<file path="src/rtl/fifo_pkg.sv">
// Shared constants and helpers for the parametrised synchronous FIFO.
package fifo_pkg;

  localparam int DEF_WIDTH     = 32;
  localparam int DEF_DEPTH     = 16;
  localparam int DEF_AF_MARGIN = 2;  // almost_full default sits this many entries below DEPTH
  localparam int DEF_AE_THRESH = 1;

  function automatic int ptr_width(input int depth);
    int w;
    w = 0;
    while ((1 << w) < depth) w++;
    return w;
  endfunction

endpackage

</file>
<file path="src/rtl/fifo_sync_ram.sv">
// Simple dual-port DEPTH x WIDTH storage: synchronous write, registered read with enable.
// Only the read register is reset; the array itself is never cleared.
module fifo_sync_ram #(
  parameter int WIDTH = 32,
  parameter int DEPTH = 16,
  parameter int AW    = 4
) (
  input  logic             clock,
  input  logic             reset,
  input  logic             we,
  input  logic [AW-1:0]    waddr,
  input  logic [WIDTH-1:0] wdata,
  input  logic             re,
  input  logic [AW-1:0]    raddr,
  output logic [WIDTH-1:0] q
);

  logic [WIDTH-1:0] mem [DEPTH];

  always_ff @(posedge clock) begin
    if (we) mem[waddr] <= wdata;
  end

  always_ff @(posedge clock) begin
    if (reset)   q <= '0;
    else if (re) q <= mem[raddr];
  end

endmodule

</file>
<file path="src/rtl/fifo_sync_param.sv">
// Parametrised synchronous FIFO with registered count/flags and sticky error flags.
// Define FIFO_SYNC_PARAM_FWFT_EN for first-word-fall-through reads; default is 2-stage registered read.
module fifo_sync_param
  import fifo_pkg::*;
#(
  parameter int WIDTH     = DEF_WIDTH,
  parameter int DEPTH     = DEF_DEPTH,
  parameter int AF_THRESH = DEPTH - DEF_AF_MARGIN,
  parameter int AE_THRESH = DEF_AE_THRESH,
  localparam int AW       = ptr_width(DEPTH)
) (
  input  logic             clock,
  input  logic             reset,
  input  logic             ce,
  input  logic             wr_en,
  input  logic [WIDTH-1:0] wr_data,
  output logic             full,
  output logic             almost_full,
  input  logic             rd_en,
  output logic [WIDTH-1:0] rd_data,
  output logic             rd_valid,
  output logic             empty,
  output logic             almost_empty,
  output logic [AW:0]      count,
  output logic             overflow,
  output logic             underflow,
  input  logic             clear_err
);

  localparam logic [AW:0] DEPTH_C = DEPTH[AW:0];
  localparam logic [AW:0] AF_C    = AF_THRESH[AW:0];
  localparam logic [AW:0] AE_C    = AE_THRESH[AW:0];

  logic [AW:0]      wr_ptr, rd_ptr, wr_ptr_n, rd_ptr_n, count_n;
  logic             wr_acc, rd_acc, full_n, empty_n, ram_re;
  logic [WIDTH-1:0] ram_q;

  assign wr_acc   = ce && wr_en && !full;
  assign wr_ptr_n = wr_ptr + (AW+1)'(wr_acc);
  assign count_n  = count + (AW+1)'(wr_acc) - (AW+1)'(rd_acc);

`ifdef FIFO_SYNC_PARAM_FWFT_EN
  // The RAM read register doubles as the prefetched output word; rd_ptr counts fetched words.
  logic fetch, rd_valid_n;

  assign rd_acc     = ce && rd_en && rd_valid;
  assign fetch      = ce && (rd_ptr != wr_ptr) && (!rd_valid || rd_acc);
  assign rd_ptr_n   = rd_ptr + (AW+1)'(fetch);
  assign rd_valid_n = fetch || (rd_valid && !rd_acc);
  assign full_n     = (count_n == DEPTH_C);
  assign empty_n    = !rd_valid_n;
  assign ram_re     = fetch;
  assign rd_data    = ram_q;

  always_ff @(posedge clock) begin
    if (reset)   rd_valid <= 1'b0;
    else if (ce) rd_valid <= rd_valid_n;
  end
`else
  logic rd_pend;

  assign rd_acc   = ce && rd_en && !empty;
  assign rd_ptr_n = rd_ptr + (AW+1)'(rd_acc);
  assign full_n   = (wr_ptr_n[AW-1:0] == rd_ptr_n[AW-1:0]) && (wr_ptr_n[AW] != rd_ptr_n[AW]);
  assign empty_n  = (wr_ptr_n == rd_ptr_n);
  assign ram_re   = rd_acc;

  // A pending word survives a ce=0 stall and is delivered once ce returns.
  always_ff @(posedge clock) begin
    if (reset) begin
      rd_pend  <= 1'b0;
      rd_valid <= 1'b0;
      rd_data  <= '0;
    end else if (ce) begin
      rd_pend  <= rd_acc;
      rd_valid <= rd_pend;
      if (rd_pend) rd_data <= ram_q;
    end else begin
      rd_valid <= 1'b0;
    end
  end
`endif

  always_ff @(posedge clock) begin
    if (reset) begin
      wr_ptr       <= '0;
      rd_ptr       <= '0;
      count        <= '0;
      full         <= 1'b0;
      empty        <= 1'b1;
      almost_full  <= 1'b0;
      almost_empty <= 1'b1;
      overflow     <= 1'b0;
      underflow    <= 1'b0;
    end else if (ce) begin
      wr_ptr       <= wr_ptr_n;
      rd_ptr       <= rd_ptr_n;
      count        <= count_n;
      full         <= full_n;
      empty        <= empty_n;
      almost_full  <= (count_n >= AF_C);
      almost_empty <= (count_n <= AE_C);
      // a new error in the same cycle as clear_err wins
      overflow     <= (overflow  && !clear_err) || (wr_en && full);
      underflow    <= (underflow && !clear_err) || (rd_en && empty);
    end
  end

  fifo_sync_ram #(
    .WIDTH (WIDTH),
    .DEPTH (DEPTH),
    .AW    (AW)
  ) u_ram (
    .clock (clock),
    .reset (reset),
    .we    (wr_acc),
    .waddr (wr_ptr[AW-1:0]),
    .wdata (wr_data),
    .re    (ram_re),
    .raddr (rd_ptr[AW-1:0]),
    .q     (ram_q)
  );

endmodule

</file>
<file path="config.mk">
export PLATFORM = sky130hd
export DESIGN_NAME = fifo_sync_param
export DESIGN_NICKNAME = d
export VERILOG_FILES = /design/src/rtl/fifo_pkg.sv /design/src/rtl/fifo_sync_ram.sv /design/src/rtl/fifo_sync_param.sv
export SDC_FILE = /design/constraint.sdc
export NUM_CORES = 1
export LEC_CHECK = 0
export ABC_AREA = 0
export BUFFER_PORTS_ARGS = -buffer_cell sky130_fd_sc_hd__buf_2
export CORE_ASPECT_RATIO = 1.25
export CORE_MARGIN = 10
export CORE_UTILIZATION = 55
export DETAILED_ROUTE_END_ITERATION = 6
export PLACE_DENSITY = 0.84
export SLEW_MARGIN = 20
export SYNTH_ARGS = -nofsm -noshare
export SYNTH_HDL_FRONTEND = slang
export SYNTH_SLANG_ARGS = --single-unit
export TNS_END_PERCENT = 20
</file>
<file path="constraint.sdc">
create_clock -name clock -period 4 [get_ports clock]
set_input_delay 0.4 -clock clock [delete_from_list [all_inputs] [get_ports clock]]
set_output_delay 0.4 -clock clock [all_outputs]
set_load 0.02 [all_outputs]
</file>
==> run metrics, run 1 <==
path category of the worst min-delay check=in2reg; post-route DRC violation count=0; syn nets=1199; Cell variety after synth=37; launching element of the worst setup path=full$_SDFFE_PP0P_; routed wirelength normalized by instance count=27.55 microns; Final Cycle Share=67.55%; initial detailed-routing violation count=1472; Total GRT Usage=about a fifth; Critical R2R Launch=full$_SDFFE_PP0P_; H-tree depth reported by CTS=2; largest clock skew in the final design=0.01883 ns; arithmetic-cell share of the synthesized area counting full adders, half adders and majority gates=less than 1%; number of filler instances in the final layout=2686; I/O Pins=82; maximum net fanout on the critical path=5; Num CTS Buffers=53; clock period minus final worst setup slack=2.702 ns; critical setup path kind=reg2reg; Hold Path Origin=rd_en; area enclosed by the die boundary=49800 sq um; Longest Clk Path Bufs=3; die extent in x=~200 microns; share of final-layout standard cells stronger than drive strength 1=approximately a quarter; worst reg2reg setup slack=between 1 and 1.5 ns; Highest Clock Rate=approximately 370 MHz; warnings from Yosys=0; P_leak=8.031 nW; drt via density=around 6.3; Yosys reg bits=599; Critical Path End Type=flip-flop; remaining global-route overflow=0; total via count in the routed design=11.60k; Clock Latency Late Sink=approximately 0.6 ns; number of max-cap violations=0; commonest non-fill, non-tap cell in the layout=edfxtp_1; final hold slack=around 0.1 ns; row cnt=83; slew at the pin closest to its max-slew limit=a little under 0.9 ns; number of antenna violations at the first check in global routing=4; height of the die=247.0 microns; total negative slack for setup checks=0 ns; final hold viol count=0; count of final max-slew check failures=0; Port Buffers=81; final routed wirelength across all metal layers=51.06 mm; Synth async-reset ratio=0%; core region area=around 41000 sq um; net total in the final layout=1304; Max transition margin=between 40% and 50%; CTS-repair resized insts=0; Detail Route Antenna Nets=0; global-route wire length before repair=75.35 mm; area share of xor/xnor cells in the synthesized design=0.8497%; cell depth of the worst hold path=3; post-synthesis instance area=between 20000 and 25000 sq um; # setup viols final=0; sequential element share of the synthesized area=75.48%; synthesized instance count=1151; number of cells traversed by the worst register-to-register path=10; routability congestion estimate=0.7782; maximum number of pins on one net before global-route repair=between 40 and 50; buffers inserted by post-CTS timing repair=0; synthesized-area fraction occupied by and/or/nand/nor cells=2.466%; clock sink count=~600; RSZ-0062 raised after global routing=false; main combinational cell family by area after synthesis=multiplexers; Synth Area in Compound Gates=about 3.1%; kind of start point of the critical path=flip-flop; Critical Path AT=3.17 ns; number of global-route vias before repair=12.05k; most common flop cell mapped by yosys=edfxtp_1; power per cell area=about 480 nW/um^2; hold buffer count at cts=0; multiplexer share of the synthesized area=15.89%; data required time of the worst path=4.47 ns; final HPWL from detailed placement=26.69 mm; EDFF count, synth=512; Initial DRT Pass Iterations=5; CTS clock-pin slew for the worst setup and hold paths=0.07 ns; TritonCTS clock tree=yes; commonest non-fill, non-tap cells in the layout=edfxtp_1, mux4_2, dfxtp_1; average footprint of a synthesized cell=19.70 sq um; clock root buffer=clkbuf_16; status=finished, final reports clean; cell count after placement=1753; IR Drop Worst-Case VDD=0.4336 mV; area added between synthesis and finish=13.07%; non-filler cells in the finished layout=1853; initial cell density of the core=55.42%
-- flip-flops by register name, indices dropped and copies added, names as in the netlist --
| name | flops |
|---|---|
| rd_ptr | 5 |
| overflow | 1 |
| u_ram.q | 32 |
| wr_ptr | 5 |
| underflow | 1 |
| count | 5 |
| almost_empty | 1 |
| empty | 1 |
| almost_full | 1 |
| u_ram.mem | 512 |
| rd_pend | 1 |
| rd_data | 32 |
| rd_valid | 1 |
| full | 1 |
-- critical path: stages (launching register included) --
cell     delay (ns)
dfxtp_1        0.34
or2_1          0.33
ha_1           0.31
inv_1          0.05
ha_1           0.21
fa_1           0.45
a21o_1         0.18
a21oi_1        0.25
xnor2_1        0.18
a21oi_1        0.09
a31o_1         0.19
-- per-stage QoR --
stage / util [%] / total power [mW] / cell area (sq um) / setup WS [ns]
after floorplan: - / 7.193 / 22680 / 0.1945
after global placement: 58.47 / 7.330 / 23930 / 0.8945
after detailed placement: 58.47 / 7.352 / 23930 / 0.8258
after CTS: 62.64 / 12.28 / 25630 / 1.297
after global routing: 62.65 / 12.56 / 25640 / 1.108
final: 62.66 / 12.26 / 25640 / 1.298
-- path summary, 6_finish.rpt --
| kind | end |
|---|---|
| max | count[4]$_SDFFE_PP0P_ |
| min | underflow$_SDFFE_PP0P_ |
| max reg2reg | count[4]$_SDFFE_PP0P_ |
| min reg2reg | rd_data[13]$_SDFFE_PP0P_ |
-- where the power goes --
group / internal (mW) / switching (mW) / total, mW
clock network: 2.84 / 2.20 / 5.03
registers: 6.81 / 0.0303 / 6.84
logic: 0.140 / 0.241 / 0.381
-- cells in the mapped netlist (all sizes together) (14+ instances only) --
master	instances	area [sq um]
nor2	34	127.6
edfxtp	512	15370
nand2	75	281.5
dfxtp	87	1742
clkbuf	35	131.4
o21ai	32	160.2
mux2i	72	720.7
a2bb2oi	32	280.3
mux4	128	2883
a21oi	38	190.2
xnor2	14	122.6
buf	31	198.9
-- cells by family after synthesis --
logic type                 count (synthesis)
buffers and inverters                     75
DFF                                      599
adders and majority gates                 10
and+or+nand+nor                          134
muxes                                    200
AOI/OAI and AO/OA                        111
xor gates and xnor gates                  22
-- routing by layer --
metal	track usage (%)	vias to the layer above	share of wire (%)
li1	-	4825	-
met1	26.14	6021	38
met2	33.46	643	51
met4	7.306	2	2.6
met5	0	-	0.039
met3	3.456	112	8.1
-- area by class of cell --
| class | instances | area [sq um] | share of cell area [%] |
|---|---|---|---|
| flip-flops and latches | 599 | 17130 | 66.81 |
| multi-input cells | 477 | 5318 | 20.74 |
| clock buffers | 71 | 1424 | 5.554 |
| repair buffers | 116 | 755.7 | 2.948 |
| well taps | 552 | 690.7 | 2.694 |
| clock inverters | 26 | 281.5 | 1.098 |
| inverters | 9 | 33.78 | 0.1318 |
| diodes | 3 | 7.507 | 0.02928 |
No activity file was read; power rests on OpenSTA's default activity.
==> run 2, diff against run 1 <==
CORE_UTILIZATION = 61   (was 55)
PLACE_DENSITY = 0.88   (was 0.84)
clock period = 2.5 ns   (was 4 ns; I/O delays follow)
==> run metrics, run 2 (synthesis gave the netlist of run 1 again) <==
status=finished, final reports clean; final routed wirelength across all metal layers=54.57 mm (+6.9%); commonest non-fill, non-tap cells in the layout=edfxtp_1, mux4_2, dfxtp_1; cell depth of the worst hold path=4 (+1); clock root buffer=clkbuf_16; row cnt=78 (-6.0%); Clock Latency Late Sink=0.59 ns (about the same); largest clock skew in the final design=0.02221 ns (+0.003381 ns); remaining global-route overflow=0 (unchanged); fraction of met3 tracks used by global routing=4.397% (+0.94 points); power per cell area=791.2 nW/um^2 (+66%); routability congestion estimate=0.7985 (+2.6%); largest registers ranked by flip-flop count=u_ram.mem (512), rd_data (32), u_ram.q (32); total negative slack for setup checks=0 ns (unchanged); Sw Share=19.65% (-0.50 points); Critical Path AT=2.87 ns (-0.30 ns); total power consumption of the routed design=20.73 mW (+69%); Longest Clk Path Bufs=3 (unchanged); I/O Pins=82 (unchanged); Most flops, register=u_ram.mem; area after detailed placement=24180 sq um (+1.1%); net total in the final layout=1330 (+2.0%); post-route design area=26200 sq um (+2.2%); path category of the worst min-delay check=in2reg; area enclosed by the die boundary=45330 sq um (-9.0%); Flop pwr share=52.8% (-3.0 points); die extent in x=192.5 microns (-4.5%); TritonCTS clock tree=yes; Final Cycle Share=95.97%; Detail Route Antenna Nets=0 (unchanged); kind of start point of the critical path=primary input; commonest non-fill, non-tap cell in the layout=edfxtp_1; height of the die=235.6 microns (-4.6%); maximum net fanout on the critical path=2 (-3); Critical Path End Type=flip-flop; number of global-route vias before repair=12.65k (+5.0%); worst slack after detailed placement=-0.09760 ns (-0.9234 ns); Total GRT Usage=24.09% (+4.1 points); core region area=36500 sq um (-11%); total via count in the routed design=12.15k (+4.7%); switching power of the nets=4.073 mW (+65%); Num CTS Buffers=53 (unchanged); busiest grt layer=met2; count of final max-slew check failures=0 (unchanged); number of antenna violations at the first check in global routing=2 (-2); combinational cell fraction of total power=3.2% (about the same); Final Core Density=71.77% (+9.1 points); share of final-layout standard cells stronger than drive strength 1=28.41% (+1.7 points); Internal Pwr Total=16.66 mW (+70%); RSZ-0062 raised after global routing=false; final HPWL from detailed placement=27.95 mm (+4.7%); P_leak=8.323 nW (+3.6%); Port Buffers=81 (unchanged); data required time of the worst path=2.97 ns (-1.50 ns); non-filler cells in the finished layout=1808 (-2.4%); slew at the pin closest to its max-slew limit=0.7039 ns (-0.1883 ns); met1 Resource Use GR=30.53% (+4.4 points); final hold slack=0.02170 ns (-0.08118 ns); area added between synthesis and finish=15.53%; max reg flops=512 (unchanged); global-route wire length before repair=81.15 mm (+7.7%); clock sink count=599 (unchanged); number of cells traversed by the worst register-to-register path=11 (+1); Initial DRT Pass Iterations=5 (unchanged); # setup viols final=0 (unchanged); final hold viol count=0 (unchanged); Worst Slack Setup Final=0.1008 ns (-1.197 ns); H-tree depth reported by CTS=2 (unchanged); initial cell density of the core=62.12% (+6.7 points); IR Drop Worst-Case VDD=0.5948 mV (+37%); met2 Track Usage GR=39.70% (+6.2 points); Max transition margin=53.01% (+13 points); cell count after placement=1704 (-2.8%); initial detailed-routing violation count=1554 (+5.6%); Clk network pwr share=44.0% (+2.9 points); drt via density=6.720 (+7.3%); Highest Clock Rate=416.8 MHz; routed wirelength normalized by instance count=30.18 microns (+9.5%); number of max-cap violations=0 (unchanged); clock period minus final worst setup slack=2.399 ns; post-route DRC violation count=0 (unchanged); CTS clock-pin slew for the worst setup and hold paths=0.07 ns (about the same); maximum number of pins on one net before global-route repair=52 (+6.1%); critical setup path kind=in2reg
[run 2: changes by cell type in the layout (fill, tap and decap cells not counted), sizes merged]
cell / delta
bufinv: +8
dlygate4sd3: +3
diode: -2
clkinvlp: -4
inv: -1
buf: +23
[run 2: routing by layer]
layer | vias to the layer above | wire, microns
li1 | 4878 | -
met1 | 6246 | 19110
met2 | 854 | 27950
met3 | 169 | 5175
met4 | 2 | 2327
met5 | - | 8
[run 2: final cells by class]
class / instances / area, sq um
flip-flops and latches: 599 / 17130
clock inverters: 29 / 483.0
inverters: 9 / 33.78
multi-input cells: 477 / 5364
fillers: 1961 / 10300
well taps: 480 / 600.6
diodes: 1 / 2.502
repair buffers: 142 / 1109
clock buffers: 71 / 1476
[run 2: power groups by stage]
| stage | sequential (mW) | combinational, mW | clock [mW] |
|---|---|---|---|
| after floorplan | 11.2 | 0.329 | 0 |
| after global placement | 11.2 | 0.586 | 0 |
| after detailed placement | 11.2 | 0.625 | 0 |
| after CTS | 10.9 | 0.647 | 9.17 |
| after global routing | 10.9 | 0.715 | 9.52 |
| final | 10.9 | 0.670 | 9.11 |
[run 2: worst paths after layout]
kind / end / from / slack, ns
setup reg to reg: count[4]$_SDFFE_PP0P_ / empty$_SDFFE_PP1P_ / 0.15
hold / removal: underflow$_SDFFE_PP0P_ / clear_err / 0.02
hold reg to reg: rd_data[16]$_SDFFE_PP0P_ / rd_data[16]$_SDFFE_PP0P_ / 0.45
setup / recovery: count[4]$_SDFFE_PP0P_ / wr_en / 0.10
[run 2: critical path: stages]
cell and delay (ns):
dlygate4sd3_1 0.53, buf_2 0.12, nand2_1 0.05, or2_1 0.22
ha_1 0.28, inv_1 0.04, ha_1 0.21, fa_2 0.38
a21o_1 0.19, a21oi_4 0.17, xnor2_1 0.16, a21oi_1 0.09
a31o_1 0.19
[run 2: repair_timing]
action / 4_1_cts / 5_1_grt
cloned: 0 / 0
setup buffers: 0 / 0
endpoints found under the hold margin: 6 / 0
resized for setup: 1 / 4
setup endpoints to repair: 2 / 2
pin swaps: 0 / 1
hold buffers: 3 / 0
==> run 3, diff against run 2 <==
==> constraint.sdc (replaced) <==
create_clock -name clock -period 2.5 [get_ports clock]
set_input_delay 0.5 -clock clock [delete_from_list [all_inputs] [get_ports clock]]
set_output_delay 0.5 -clock clock [all_outputs]
set_load 0.02 [all_outputs]
==> run metrics, run 3 (synthesis gave the netlist of run 1 again) <==
post-route DRC violation count=0 (unchanged); remaining global-route overflow=0 (unchanged); critical path cell sequence=or2_1 > ha_1 > inv_1 > ha_1 > fa_2 > a21o_1 > a21oi_2 > xnor2_1 > a21oi_1 > a31o_1; global-route wire length before repair=83.76 mm (+3.2%); largest clock skew in the final design=0.03193 ns (+0.009724 ns); count of final max-slew check failures=0 (unchanged); number of global-route vias before repair=12.66k (+0.016%); RSZ-0062 raised after global routing=false; I/O Pins=82 (unchanged); status=finished, final reports clean; Longest Clk Path Bufs=3 (unchanged); routability congestion estimate=0.7828 (-2.0%); clock sink count=599 (unchanged); H-tree depth reported by CTS=2 (unchanged); clock period minus final worst setup slack=2.346 ns (-0.05301 ns); commonest non-fill, non-tap cell in the layout=edfxtp_1; Max transition margin=47.85% (-5.2 points); share of final-layout standard cells stronger than drive strength 1=28.87% (+0.46 points); number of antenna violations at the first check in global routing=2 (unchanged); die extent in x=192.5 microns (unchanged); path category of the worst min-delay check=in2reg; clock root buffer=clkbuf_16; Clock Latency Late Sink=0.60 ns (about the same); data required time of the worst path=2.97 ns (about the same); core region area=36500 sq um (unchanged); Critical Path End Type=flip-flop; Detail Route Antenna Nets=0 (unchanged); Port Buffers=81 (unchanged); drt via density=6.682 (-0.57%); Total GRT Usage=25.04% (+0.95 points); commonest non-fill, non-tap cells in the layout=edfxtp_1, mux4_2, dfxtp_1; total via count in the routed design=12.11k (-0.35%); number of cells traversed by the worst register-to-register path=10 (-1); post-route design area=26200 sq um (about the same); Initial DRT Pass Iterations=5 (unchanged); Critical Path AT=2.82 ns (-0.05 ns); final hold viol count=0 (unchanged); maximum number of pins on one net before global-route repair=56 (+7.7%); slew at the pin closest to its max-slew limit=0.7804 ns (+0.07655 ns); critical setup path kind=reg2reg; final hold slack=0.2094 ns (+0.1877 ns); buffers inserted by post-CTS timing repair=0 (unchanged); final routed wirelength across all metal layers=56.30 mm (+3.2%); IR Drop Worst-Case VDD=0.6317 mV (+6.2%); gate family responsible for the most delay along the worst path=adder cells; hold buffer count at cts=0 (-3); routed wirelength normalized by instance count=31.07 microns (+2.9%); initial detailed-routing violation count=1488 (-4.2%); cell with the biggest individual delay on the critical path=fa_2; number of filler instances in the final layout=1980 (+0.97%); initial cell density of the core=62.12% (unchanged); Most flops, register=u_ram.mem; WP depth=10 (-3); row cnt=78 (unchanged); total power consumption of the routed design=19.98 mW (-3.6%); most repeated library cell on the critical path=ha_1; height of the die=235.6 microns (unchanged); area added between synthesis and finish=15.56% (about the same); worst slack after detailed placement=-0.3221 ns (-0.2245 ns); # setup viols final=0 (unchanged); final HPWL from detailed placement=29.24 mm (+4.6%); Num CTS Buffers=53 (unchanged); Worst Slack Setup Final=0.1538 ns (+0.05301 ns); Final Cycle Share=93.85% (-2.1 points); area after detailed placement=24390 sq um (+0.86%); largest registers ranked by flip-flop count=u_ram.mem (512), rd_data (32), u_ram.q (32); TritonCTS clock tree=yes; cell depth of the worst hold path=2 (-2); Highest Clock Rate=426.2 MHz (+2.3%); number of max-cap violations=0 (unchanged); maximum net fanout on the critical path=2 (unchanged); power per cell area=762.5 nW/um^2 (-3.6%); delay of the slowest cell on the worst path=0.37 ns (-0.16 ns); CTS clock-pin slew for the worst setup and hold paths=0.07 ns (about the same); max reg flops=512 (unchanged); area enclosed by the die boundary=45330 sq um (unchanged); worst path buffer plus inverter count=1 (-2); net total in the final layout=1333 (+0.23%); CTS-repair resized insts=0 (-1); P_leak=8.291 nW (-0.38%); kind of start point of the critical path=flip-flop
[run 3: cell count changes in the layout (fill, tap and decap cells not counted), moves of 2 or more]
| cell | previous run | this run |
|---|---|---|
| buf_12 | 19 | 32 |
| buf_4 | 39 | 31 |
| bufinv_16 | 13 | 5 |
| clkinv_1 | 6 | 0 |
| clkbuf_1 | 12 | 17 |
| clkinv_2 | 4 | 8 |
| clkbuf_4 | 0 | 3 |
| clkbuf_8 | 4 | 7 |
| dlygate4sd3_1 | 3 | 0 |
| clkbuf_16 | 55 | 53 |
| clkinv_8 | 0 | 2 |
[run 3: layout make-up]
cell class                      count  area (sq um)  area share (%)
Tap cell                          480         600.6           2.292
Clock buffer                       80          1509           5.758
Multi-Input combinational cell    477          5356           20.44
Antenna cell                        2         5.005         0.01910
Clock inverter                     20         265.3           1.012
Timing Repair Buffer              145          1306           4.985
Inverter                            9         33.78          0.1289
Sequential cell                   599         17130           65.36
[run 3: worst paths after layout]
path                       startpoint                        to  slack [ns]
max                 full$_SDFFE_PP0P_     count[4]$_SDFFE_PP0P_        0.15
min                             reset      rd_pend$_SDFFE_PP0P_        0.21
max reg2reg         full$_SDFFE_PP0P_     count[4]$_SDFFE_PP0P_        0.15
min reg2reg  u_ram.q[14]$_SDFFE_PP0P_  rd_data[14]$_SDFFE_PP0P_        0.45
[run 3: where the power goes]
part / total [mW] / internal (mW) / switching [mW]
Clock: 8.36 / 4.72 / 3.64
Sequential: 10.9 / 10.9 / 0.0478
Combinational: 0.674 / 0.254 / 0.420
[run 3: through the flow]
stage | setup TNS [ns] | instances | utilization, %
floorplan | -128.35 | 1151 | -
global placement | -0.5687 | 1709 | 66.82
detailed placement | -0.8464 | 1709 | 66.82
CTS | 0 | 1809 | 71.69
global route | 0 | 1811 | 71.78
finish | 0 | 1812 | 71.79
[run 3: metal layers]
metal,share of wire (%),wire [microns],vias up,GRT usage [%]
met5,0,0,-,0
met4,4.2,2392,0,11.56
met3,9.5,5344,150,5.138
met2,51,28770,809,41.10
met1,35,19790,6263,31.45
li1,-,-,4885,-
